`src/rtl/vga_cam_pkg.sv`:
```
// Shared types and sizes for the 160x120 RGB565 camera frame buffer.
package vga_cam_pkg;

    localparam int IMG_W  = 160;
    localparam int IMG_H  = 120;
    localparam int ADDR_W = $clog2(IMG_W * IMG_H);

    typedef struct packed {
        logic [4:0] r;
        logic [5:0] g;
        logic [4:0] b;
    } rgb565_t;

    typedef enum logic {
        IDLE,
        FRAME
    } cap_state_t;

endpackage

```
`src/rtl/ov7670_frame_writer_if.sv`:
```
// Camera byte stream in, frame-buffer write port and status out.
interface ov7670_frame_writer_if #(
    parameter int AW = vga_cam_pkg::ADDR_W
) ();
    import vga_cam_pkg::*;

    logic          cam_pclk;
    logic          cam_vsync;
    logic          cam_href;
    logic [7:0]    cam_data;

    logic          we;
    logic [AW-1:0] wAddr;
    rgb565_t       wData;
    logic          frame_done;
    logic          line_err;

    modport master (
        output cam_pclk, cam_vsync, cam_href, cam_data,
        input  we, wAddr, wData, frame_done, line_err
    );

    modport slave (
        input  cam_pclk, cam_vsync, cam_href, cam_data,
        output we, wAddr, wData, frame_done, line_err
    );

endinterface

```
`src/rtl/ov7670_frame_writer_cam_sync.sv`:
```
// Two-flop synchroniser for the camera bus plus pclk/vsync edge detect.
module cam_sync (
    input  logic       clk,
    input  logic       reset,
    input  logic       pclk_i,
    input  logic       vsync_i,
    input  logic       href_i,
    input  logic [7:0] data_i,
    output logic       href_o,
    output logic [7:0] data_o,
    output logic       pclk_rise_o,
    output logic       vsync_rise_o,
    output logic       vsync_fall_o
);

    logic [10:0] s1_q;
    logic [10:0] s2_q;
    logic [1:0]  s3_q;

    always_ff @(posedge clk or posedge reset) begin
        if (reset) begin
            s1_q <= '0;
            s2_q <= '0;
            s3_q <= '0;
        end else begin
            s1_q <= {pclk_i, vsync_i, href_i, data_i};
            s2_q <= s1_q;
            s3_q <= s2_q[10:9];
        end
    end

    assign href_o       = s2_q[8];
    assign data_o       = s2_q[7:0];
    assign pclk_rise_o  = s2_q[10] & ~s3_q[1];
    assign vsync_rise_o = s2_q[9] & ~s3_q[0];
    assign vsync_fall_o = ~s2_q[9] & s3_q[0];

endmodule

```
`src/rtl/ov7670_frame_writer.sv`:
```
// Captures OV7670 RGB565 bytes, decimates 4x4 and writes the frame buffer.
module ov7670_frame_writer
    import vga_cam_pkg::*;
#(
    parameter int SRC_W    = 640,
    parameter int SRC_H    = 480,
    parameter int DEC_LOG2 = 2
) (
    input logic                 clk,
    input logic                 reset,
    ov7670_frame_writer_if.slave bus
);

    localparam int IW = SRC_W >> DEC_LOG2;
    localparam int IH = SRC_H >> DEC_LOG2;
    localparam int AW = $clog2(IW * IH);
    localparam logic [9:0] XMAX = 10'(SRC_W);
    localparam logic [8:0] YMAX = 9'(SRC_H);

    logic       href_s;
    logic [7:0] data_s;
    logic       pclk_rise;
    logic       vs_rise;
    logic       vs_fall;

    cam_sync u_sync (
        .clk          (clk),
        .reset        (reset),
        .pclk_i       (bus.cam_pclk),
        .vsync_i      (bus.cam_vsync),
        .href_i       (bus.cam_href),
        .data_i       (bus.cam_data),
        .href_o       (href_s),
        .data_o       (data_s),
        .pclk_rise_o  (pclk_rise),
        .vsync_rise_o (vs_rise),
        .vsync_fall_o (vs_fall)
    );

    cap_state_t    state_q;
    logic [9:0]    src_x_q;
    logic [8:0]    src_y_q;
    logic          phase_q;
    logic [7:0]    hi_q;
    logic          href_q;
    logic          we_q;
    logic [AW-1:0] waddr_q;
    rgb565_t       wdata_q;
    logic          fdone_q;
    logic          lerr_q;

    logic          dec_hit;
    logic [AW-1:0] addr_d;

    // Guarded by dec_hit, so the row/col casts never drop live bits.
    assign dec_hit = (src_x_q < XMAX) && (src_y_q < YMAX)
                  && (src_x_q[DEC_LOG2-1:0] == '0)
                  && (src_y_q[DEC_LOG2-1:0] == '0);
    assign addr_d  = AW'(IW) * AW'(src_y_q >> DEC_LOG2)
                   + AW'(src_x_q >> DEC_LOG2);

    always_ff @(posedge clk or posedge reset) begin
        if (reset) begin
            state_q <= IDLE;
            src_x_q <= '0;
            src_y_q <= '0;
            phase_q <= 1'b0;
            hi_q    <= '0;
            href_q  <= 1'b0;
            we_q    <= 1'b0;
            waddr_q <= '0;
            wdata_q <= '0;
            fdone_q <= 1'b0;
            lerr_q  <= 1'b0;
        end else begin
            we_q    <= 1'b0;
            fdone_q <= 1'b0;
            unique case (state_q)
                IDLE: begin
                    if (vs_fall) begin
                        state_q <= FRAME;
                        src_x_q <= '0;
                        src_y_q <= '0;
                        phase_q <= 1'b0;
                        href_q  <= 1'b0;
                    end
                end
                FRAME: begin
                    // vsync wins over any byte arriving on the same edge
                    if (vs_rise) begin
                        state_q <= IDLE;
                        if (src_y_q == YMAX) fdone_q <= 1'b1;
                        else                 lerr_q  <= 1'b1;
                    end else if (pclk_rise) begin
                        href_q <= href_s;
                        if (href_q && !href_s) begin
                            if (phase_q) lerr_q <= 1'b1;
                            src_x_q <= '0;
                            phase_q <= 1'b0;
                            if (src_y_q != YMAX) src_y_q <= src_y_q + 1'b1;
                        end else if (href_s) begin
                            if (!phase_q) begin
                                hi_q    <= data_s;
                                phase_q <= 1'b1;
                            end else begin
                                phase_q <= 1'b0;
                                if (src_x_q != '1) src_x_q <= src_x_q + 1'b1;
                                if (dec_hit) begin
                                    we_q    <= 1'b1;
                                    waddr_q <= addr_d;
                                    wdata_q <= rgb565_t'({hi_q, data_s});
                                end
                            end
                        end
                    end
                end
                default: state_q <= IDLE;
            endcase
        end
    end

    assign bus.we         = we_q;
    assign bus.wAddr      = waddr_q;
    assign bus.wData      = wdata_q;
    assign bus.frame_done = fdone_q;
    assign bus.line_err   = lerr_q;

endmodule
```
`src/flat_wrapper.sv`:
```
// flat-port wrapper written by rule: the top's interface ports become plain ports
module ov7670_frame_writer_flat import vga_cam_pkg::*;
#(
    parameter int SRC_W    = 640,
    parameter int SRC_H    = 480,
    parameter int DEC_LOG2 = 2
)
  (clk, reset, bus_cam_pclk, bus_cam_vsync, bus_cam_href, bus_cam_data, bus_we, bus_wAddr, bus_wData, bus_frame_done, bus_line_err);
  ov7670_frame_writer_if bus_i ();
  input logic clk;
  input logic reset;
  input wire logic [$bits(bus_i.cam_pclk)-1:0] bus_cam_pclk;
  input wire logic [$bits(bus_i.cam_vsync)-1:0] bus_cam_vsync;
  input wire logic [$bits(bus_i.cam_href)-1:0] bus_cam_href;
  input wire logic [$bits(bus_i.cam_data)-1:0] bus_cam_data;
  output wire logic [$bits(bus_i.we)-1:0] bus_we;
  output wire logic [$bits(bus_i.wAddr)-1:0] bus_wAddr;
  output wire logic [$bits(bus_i.wData)-1:0] bus_wData;
  output wire logic [$bits(bus_i.frame_done)-1:0] bus_frame_done;
  output wire logic [$bits(bus_i.line_err)-1:0] bus_line_err;
  assign bus_i.cam_pclk = bus_cam_pclk;
  assign bus_i.cam_vsync = bus_cam_vsync;
  assign bus_i.cam_href = bus_cam_href;
  assign bus_i.cam_data = bus_cam_data;
  assign bus_we = bus_i.we;
  assign bus_wAddr = bus_i.wAddr;
  assign bus_wData = bus_i.wData;
  assign bus_frame_done = bus_i.frame_done;
  assign bus_line_err = bus_i.line_err;
  ov7670_frame_writer #(.SRC_W(SRC_W), .SRC_H(SRC_H), .DEC_LOG2(DEC_LOG2)) u_core (.clk(clk), .reset(reset), .bus(bus_i));
endmodule
```
`config.mk`:
```
export PLATFORM = sky130hd
export DESIGN_NAME = ov7670_frame_writer_flat
export DESIGN_NICKNAME = d
export VERILOG_FILES = /design/src/rtl/vga_cam_pkg.sv /design/src/rtl/ov7670_frame_writer_if.sv /design/src/rtl/ov7670_frame_writer_cam_sync.sv /design/src/rtl/ov7670_frame_writer.sv /design/src/flat_wrapper.sv
export SDC_FILE = /design/constraint.sdc
export NUM_CORES = 1
export LEC_CHECK = 0
export CAP_MARGIN = 20
export CORE_AREA = 10 10 97 99
export CTS_CLUSTER_DIAMETER = 60
export DETAILED_ROUTE_END_ITERATION = 8
export DIE_AREA = 0 0 107 109
export PLACE_DENSITY_LB_ADDON = 0.15
export SLEW_MARGIN = 15
export SYNTH_ARGS = -nofsm -noshare
export SYNTH_HDL_FRONTEND = slang
export SYNTH_HIERARCHICAL = 1
export SYNTH_SLANG_ARGS = --single-unit
```
`constraint.sdc`:
```
create_clock -name clk -period 2.95 [get_ports clk]
set_input_delay 0.59 -clock clk [delete_from_list [all_inputs] [get_ports clk]]
set_output_delay 0.59 -clock clk [all_outputs]
set_load 0.02 [all_outputs]
```
# Word level (Yosys, flattened, before mapping)
# Cells that the tools add are included.
dict set report op_classes {
  reduce_logical 17
  bitwise_logic 10
  n_addsub 3
  div_mod_pow 0
  shifts 0
  n_mux 42
  mul 1
  n_lt_le_gt_ge 2
  eq_ne 12
}
# cell n
set op_table {}
lappend op_table {{$mux W10} 7}
lappend op_table {{$mux W9} 5}
lappend op_table {{$mux W1} 25}
lappend op_table {{$pmux W10 S2} 1}
lappend op_table {{$pmux W9 S2} 1}
lappend op_table {{$add A15 B8 Y15} 1}
lappend op_table {{$reduce_and A6 Y1} 2}
lappend op_table {{$add A10 B1 Y10 const B} 1}
lappend op_table {{$lt A10 B10 Y1 const B} 1}
lappend op_table {{$mul A3 B7 Y10 const A} 1}
lappend op_table {{$ne A10 B10 Y1 const B} 1}
lappend op_table {{$ne A2 B2 Y1 const B} 5}
lappend op_table {{$reduce_and A5 Y1} 2}
lappend op_table {{$add A9 B1 Y9 const B} 1}
lappend op_table {{$eq A9 B9 Y1 const B} 1}
lappend op_table {{$lt A9 B9 Y1 const B} 1}
lappend op_table {{$ne A3 B3 Y1 const B} 3}
lappend op_table {{$ne A9 B9 Y1 const B} 1}
lappend op_table {{$not A1 Y1} 7}
lappend op_table {{$reduce_and A7 Y1} 1}
lappend op_table {{$pmux W1 S2} 3}
lappend op_table {{$reduce_bool A2 Y1} 3}
lappend op_table {{$logic_and A1 B1 Y1} 4}
lappend op_table {{$logic_not A2 Y1} 2}
lappend op_table {{5 further kinds} 7}
dict set report totals {
  ff_bits 88
  romBits 0
  input_bits 13
  ramBits 0
  latchBits 0
  mem_count 0
}

# Logic depth before layout (Yosys ltp)
# Gate-level depths: netlist of run 1.
dict set report depth {
  word_depth 11
  ltp_mapped 8
  depth_no_buf 8
}

# Hierarchy
# Netlist of run 1, hierarchy kept.
# mod seq_area_each_um2 area_per_inst_um2 cells_per_inst n_inst
set modules_own_cells {}
lappend modules_own_cells {ov7670_frame_writer 1601.5 3362.0 337 1}
lappend modules_own_cells {cam_sync 600.6 685.7 36 1}

# Worst setup path before layout of run 1
# No wires, ideal clock.
dict set report synth_timing {
  path_type {reg-to-reg}
  start {register u_core.src_y_q[5]}
  end {register u_core.waddr_q[13], in the netlist u_core/bus.wAddr[13]}
  n_path_buf 0
  stages_incl_launch_ff 9
  arrival_time_ns 2.300
  synth_period_minus_slack_ns 2.425
  t_required_ns 2.825
  slack_ns 0.525
  path_cell_list {dfrtp_1 -> ha_1 -> ha_1 -> fa_1 -> xor2_1 -> o2111ai_1 -> nor4_2 -> xnor2_1 -> o21ai_1}
}
dict set report synth_via {
  elab_chain_cells 5
}
# item line_no
set synth_rtl {}
lappend synth_rtl {{start, declared} ov7670_frame_writer.sv:42} ;# logic [8:0] src_y_q;
lappend synth_rtl {{start signal, assigned} ov7670_frame_writer.sv:100} ;# if (src_y_q != YMAX) src_y_q <= src_y_q + 1'b1;
lappend synth_rtl {{branches (longest 5 deep; another with $add A15 B8 Y15)} --}
lappend synth_rtl {{end signal, assigned} ov7670_frame_writer.sv:110} ;# waddr_q <= addr_d;
lappend synth_rtl {{end, declared} ov7670_frame_writer.sv:47} ;# logic [AW-1:0] waddr_q;
# Several ways; the timed one is not identified.
# A chain may end at the register's enable or synchronous reset.

# Worst setup path in the final report of run 1
# Same ends and word-level chain as after synthesis.

==> results of run 1 <==
==> Yosys cell counts (all sizes together), types with 6 or more instances <==
cell	number	area share [%]
nor2	24	2.3
xor2	13	2.8
a21oi	6	0.74
nand2	89	8.3
nand3	11	1.4
inv	12	1.1
nand4	6	1.5
mux2	8	2.2
ha	17	5.3
o21ai	23	3.1
dfrtp	88	54
buf	15	2.8
==> sequential cells by signal (all words and copies together), names as in the netlist <==
signal and flops:
u_core/bus.line_err 1, u_core/u_sync/s2_q 11, u_core/src_y_q 9, u_core/u_sync/s1_q 11, u_core/bus.frame_done 1, u_core/u_sync/s3_q 2
u_core/bus.we 1, u_core/phase_q 1, u_core/src_x_q 10, u_core/href_q 1, u_core/state_q 1, u_core/hi_q 8
u_core/bus.wData 16, u_core/bus.wAddr 15
==> routing by layer <==
| layer | vias up | GRT usage (%) | wire [microns] |
|---|---|---|---|
| li1 | 1352 | - | - |
| met1 | 1319 | 18.94 | 3616 |
| met2 | 51 | 23.22 | 3775 |
| met3 | 6 | 3.717 | 333 |
| met4 | 0 | 5.706 | 79 |
| met5 | - | 0 | 0 |
==> layout by cell type, fill, tap and decap left out, types with 2 or more instances in the layout <==
cell | synthesis | final
nand2_1 | 89 | 89
dfrtp_1 | 88 | 88
clkdlybuf4s50_1 | 0 | 46
nor2_1 | 23 | 23
ha_1 | 17 | 17
xor2_1 | 13 | 13
o21ai_0 | 11 | 11
nand3_1 | 11 | 11
inv_1 | 12 | 11
clkbuf_8 | 0 | 9
o21ai_1 | 9 | 9
mux2_2 | 8 | 8
a21oi_1 | 6 | 6
xnor2_1 | 5 | 5
o2111ai_1 | 5 | 5
buf_4 | 8 | 5
nand4_1 | 4 | 4
or3_1 | 4 | 4
nor2b_1 | 4 | 4
and4_1 | 3 | 3
a21o_1 | 3 | 3
o21ai_2 | 3 | 3
clkinv_2 | 0 | 2
inv_6 | 0 | 2
o21ba_2 | 2 | 2
nor4_2 | 2 | 2
nand2b_1 | 2 | 2
a31oi_1 | 2 | 2
fa_1 | 2 | 2
==> layout make-up <==
cell class	count	area, sq um	share of cell area, %
clock buffers	9	123.9	2.595
flip-flops and latches	88	2202	46.13
multi-input cells	256	1679	35.18
clock inverters	7	77.57	1.625
repair buffers	52	518.0	10.85
inverters	12	45.04	0.9436
well taps	102	127.6	2.674
==> where the power goes <==
part           internal [uW]  switching, uW
Sequential              1360           99.5
Combinational            235            275
Clock                    402            447
==> worst min-delay path by stage <==
stage	start	end	slack [ns]	cells after the start
after global routing	u_core/u_sync/s1_q[5]	u_core/u_sync/s2_q[5]	0.36	0
after floorplan	u_core/u_sync/s1_q[0]	u_core/u_sync/s2_q[0]	0.33	0
final	u_core/u_sync/s1_q[9]	u_core/u_sync/s2_q[9]	0.35	0
after global placement	u_core/u_sync/s1_q[1]	u_core/u_sync/s2_q[1]	0.33	0
after CTS	u_core/u_sync/s1_q[9]	u_core/u_sync/s2_q[9]	0.36	0
after detailed placement	u_core/u_sync/s1_q[6]	u_core/u_sync/s2_q[6]	0.33	0
==> cells by family after synthesis <==
logic type	synth area share, %
compound gates	9.521
xor+xnor	3.895
fa+ha+maj	6.244
buf+inv	4.111
flops	54.40
mux	2.226
simple gates	19.60
==> worst max-delay path, cell delays in order, from the launching register on <==
cell	delay, ns
dfrtp_1	0.47
ha_1	0.32
ha_1	0.24
fa_1	0.41
xor2_1	0.28
o2111ai_1	0.24
nor4_2	0.33
xnor2_1	0.15
o21ai_1	0.07
==> through the flow <==
step                worst slack [ns]  hold slack, ns  instance area, sq um
detailed placement            0.3290          0.3347                  4572
finish                        0.3270          0.3528                  4773
floorplan                     0.5255          0.3312                  4048
global placement              0.3972          0.3325                  4572
CTS                           0.3118          0.3556                  4773
global route                  0.1723          0.3631                  4773
==> impl_metrics.yaml, run 1 <==
outcome:
  status: "complete, no violations"
pwr:
  irDropWorstVdd_mv: 0.3882
  power.density_mw_per_mm2: 589.7
  p_leak_uw: 0.002223
  total_power_uw: 2815
clock_tree:
  numCtsBuffers: 9
  clock-sinks: 88
  postCtsResizedCells: 0
  cts-root-buf: "clkbuf_8"
  postCtsSetupBuffers: 0
  cts_max_path_buffers: 2
  hold_buffers: 0
  cts.clk_slew.worst_paths_ns: 0.09
  clkLatencyLatePin_ns: 0.35
  htree_levels: 3
  cts_tree: "done"
detailed_routing:
  drc_errors: 0
  drt_pre_antenna_iters: 4
  post_drt_wl_per_cell_microns: 14.84
  num_vias: 2728
  viasPerCell: 5.186
  drt_wl_total_mm: 7.804
  drt_iter0_drc: 98
  ant_nets: 0
timing:
  max_freq_mhz: 381.2
  clock_skew_ns: 0.008487
  min_period_ns: 2.623
  tns_ns: 0
  setup_viol: 0
  slew_headroom_pct: 41.99
  min_period_over_period_pct: 88.92
  worst_slew_pin_slew_ns: 0.8692
  rsz0062_at_grt: "no"
  hold_violations: 0
  slew_viol_final: 0
worst_setup_path:
  cp-endpoint: "u_core/bus.wAddr[13]"
  crit_required_ns: 3.17
  critPathLaunchType: "register"
  crit_arrival_ns: 2.84
  reg2reg_from: "u_core/src_y_q[5]"
  r2r-end: "u_core/bus.wAddr[13]"
  crit_type: "register to register"
  crit_start: "u_core/src_y_q[5]"
  reg2reg_depth: 8
  rrSetupSlack_ns: 0.33
  crit_fanout: 8
  end_kind: "register"
synthesis:
  synth_warnings: 6
  netlist_area_sq_mm: 0.004048
  ys_seq_area_share_pct: 54.40
  syn_nets: 405
  synth_edf_count: 0
  ys.flop_type: "dfrtp_1"
  synth_cell_types: 56
  async_flop_share_pct: 100.0
  postSynthAreaPerCell_sq_um: 10.85
  syn_inst: 373
  ys_ff_latch: 88
global_route:
  grt_pass1_vias: 2800
  grt_max_degree: 65
  grt_pass1_wl_mm: 13.77
  grt_usage_pct: 14.64
  antenna_found_initial: 0
  grt_overflow_total: 0
floorplan:
  dieArea_sq_mm: 0.01166
  die_w_microns: 107
  io_pins: 47
  die_h_microns: 109
  coreArea_sq_mm: 0.007527
  initial_utilization_pct: 53.77
  rows: 32
finish:
  final_cells: 526
  nets: 451
  post_route_cells_drive_above_1_share_pct: 12.26
  fillers: 656
  final_util_pct: 63.41
  diodes: 0
  area_delta_synth_final_pct: 17.93
flow_run:
  maxCapViolCount: 0
placement:
  place_congestion: 0.8157
  portBuffers: 46
  dp_cells: 510
  dp_hpwl_mm: 5.526
worst_hold_path:
  hold_path_class: "register to register"
Power figures use the tool's default switching activity.
==> run 2: changes to the inputs <==
--- a/config.mk
+++ b/config.mk
@@ -5,7 +5,6 @@
 export SDC_FILE = /design/constraint.sdc
 export NUM_CORES = 1
 export LEC_CHECK = 0
-export CAP_MARGIN = 20
 export CORE_AREA = 10 10 97 99
 export CTS_CLUSTER_DIAMETER = 60
 export DETAILED_ROUTE_END_ITERATION = 8
==> results of run 2 <==
No change in the layout: final DEF, timing and power equal those of run 1.
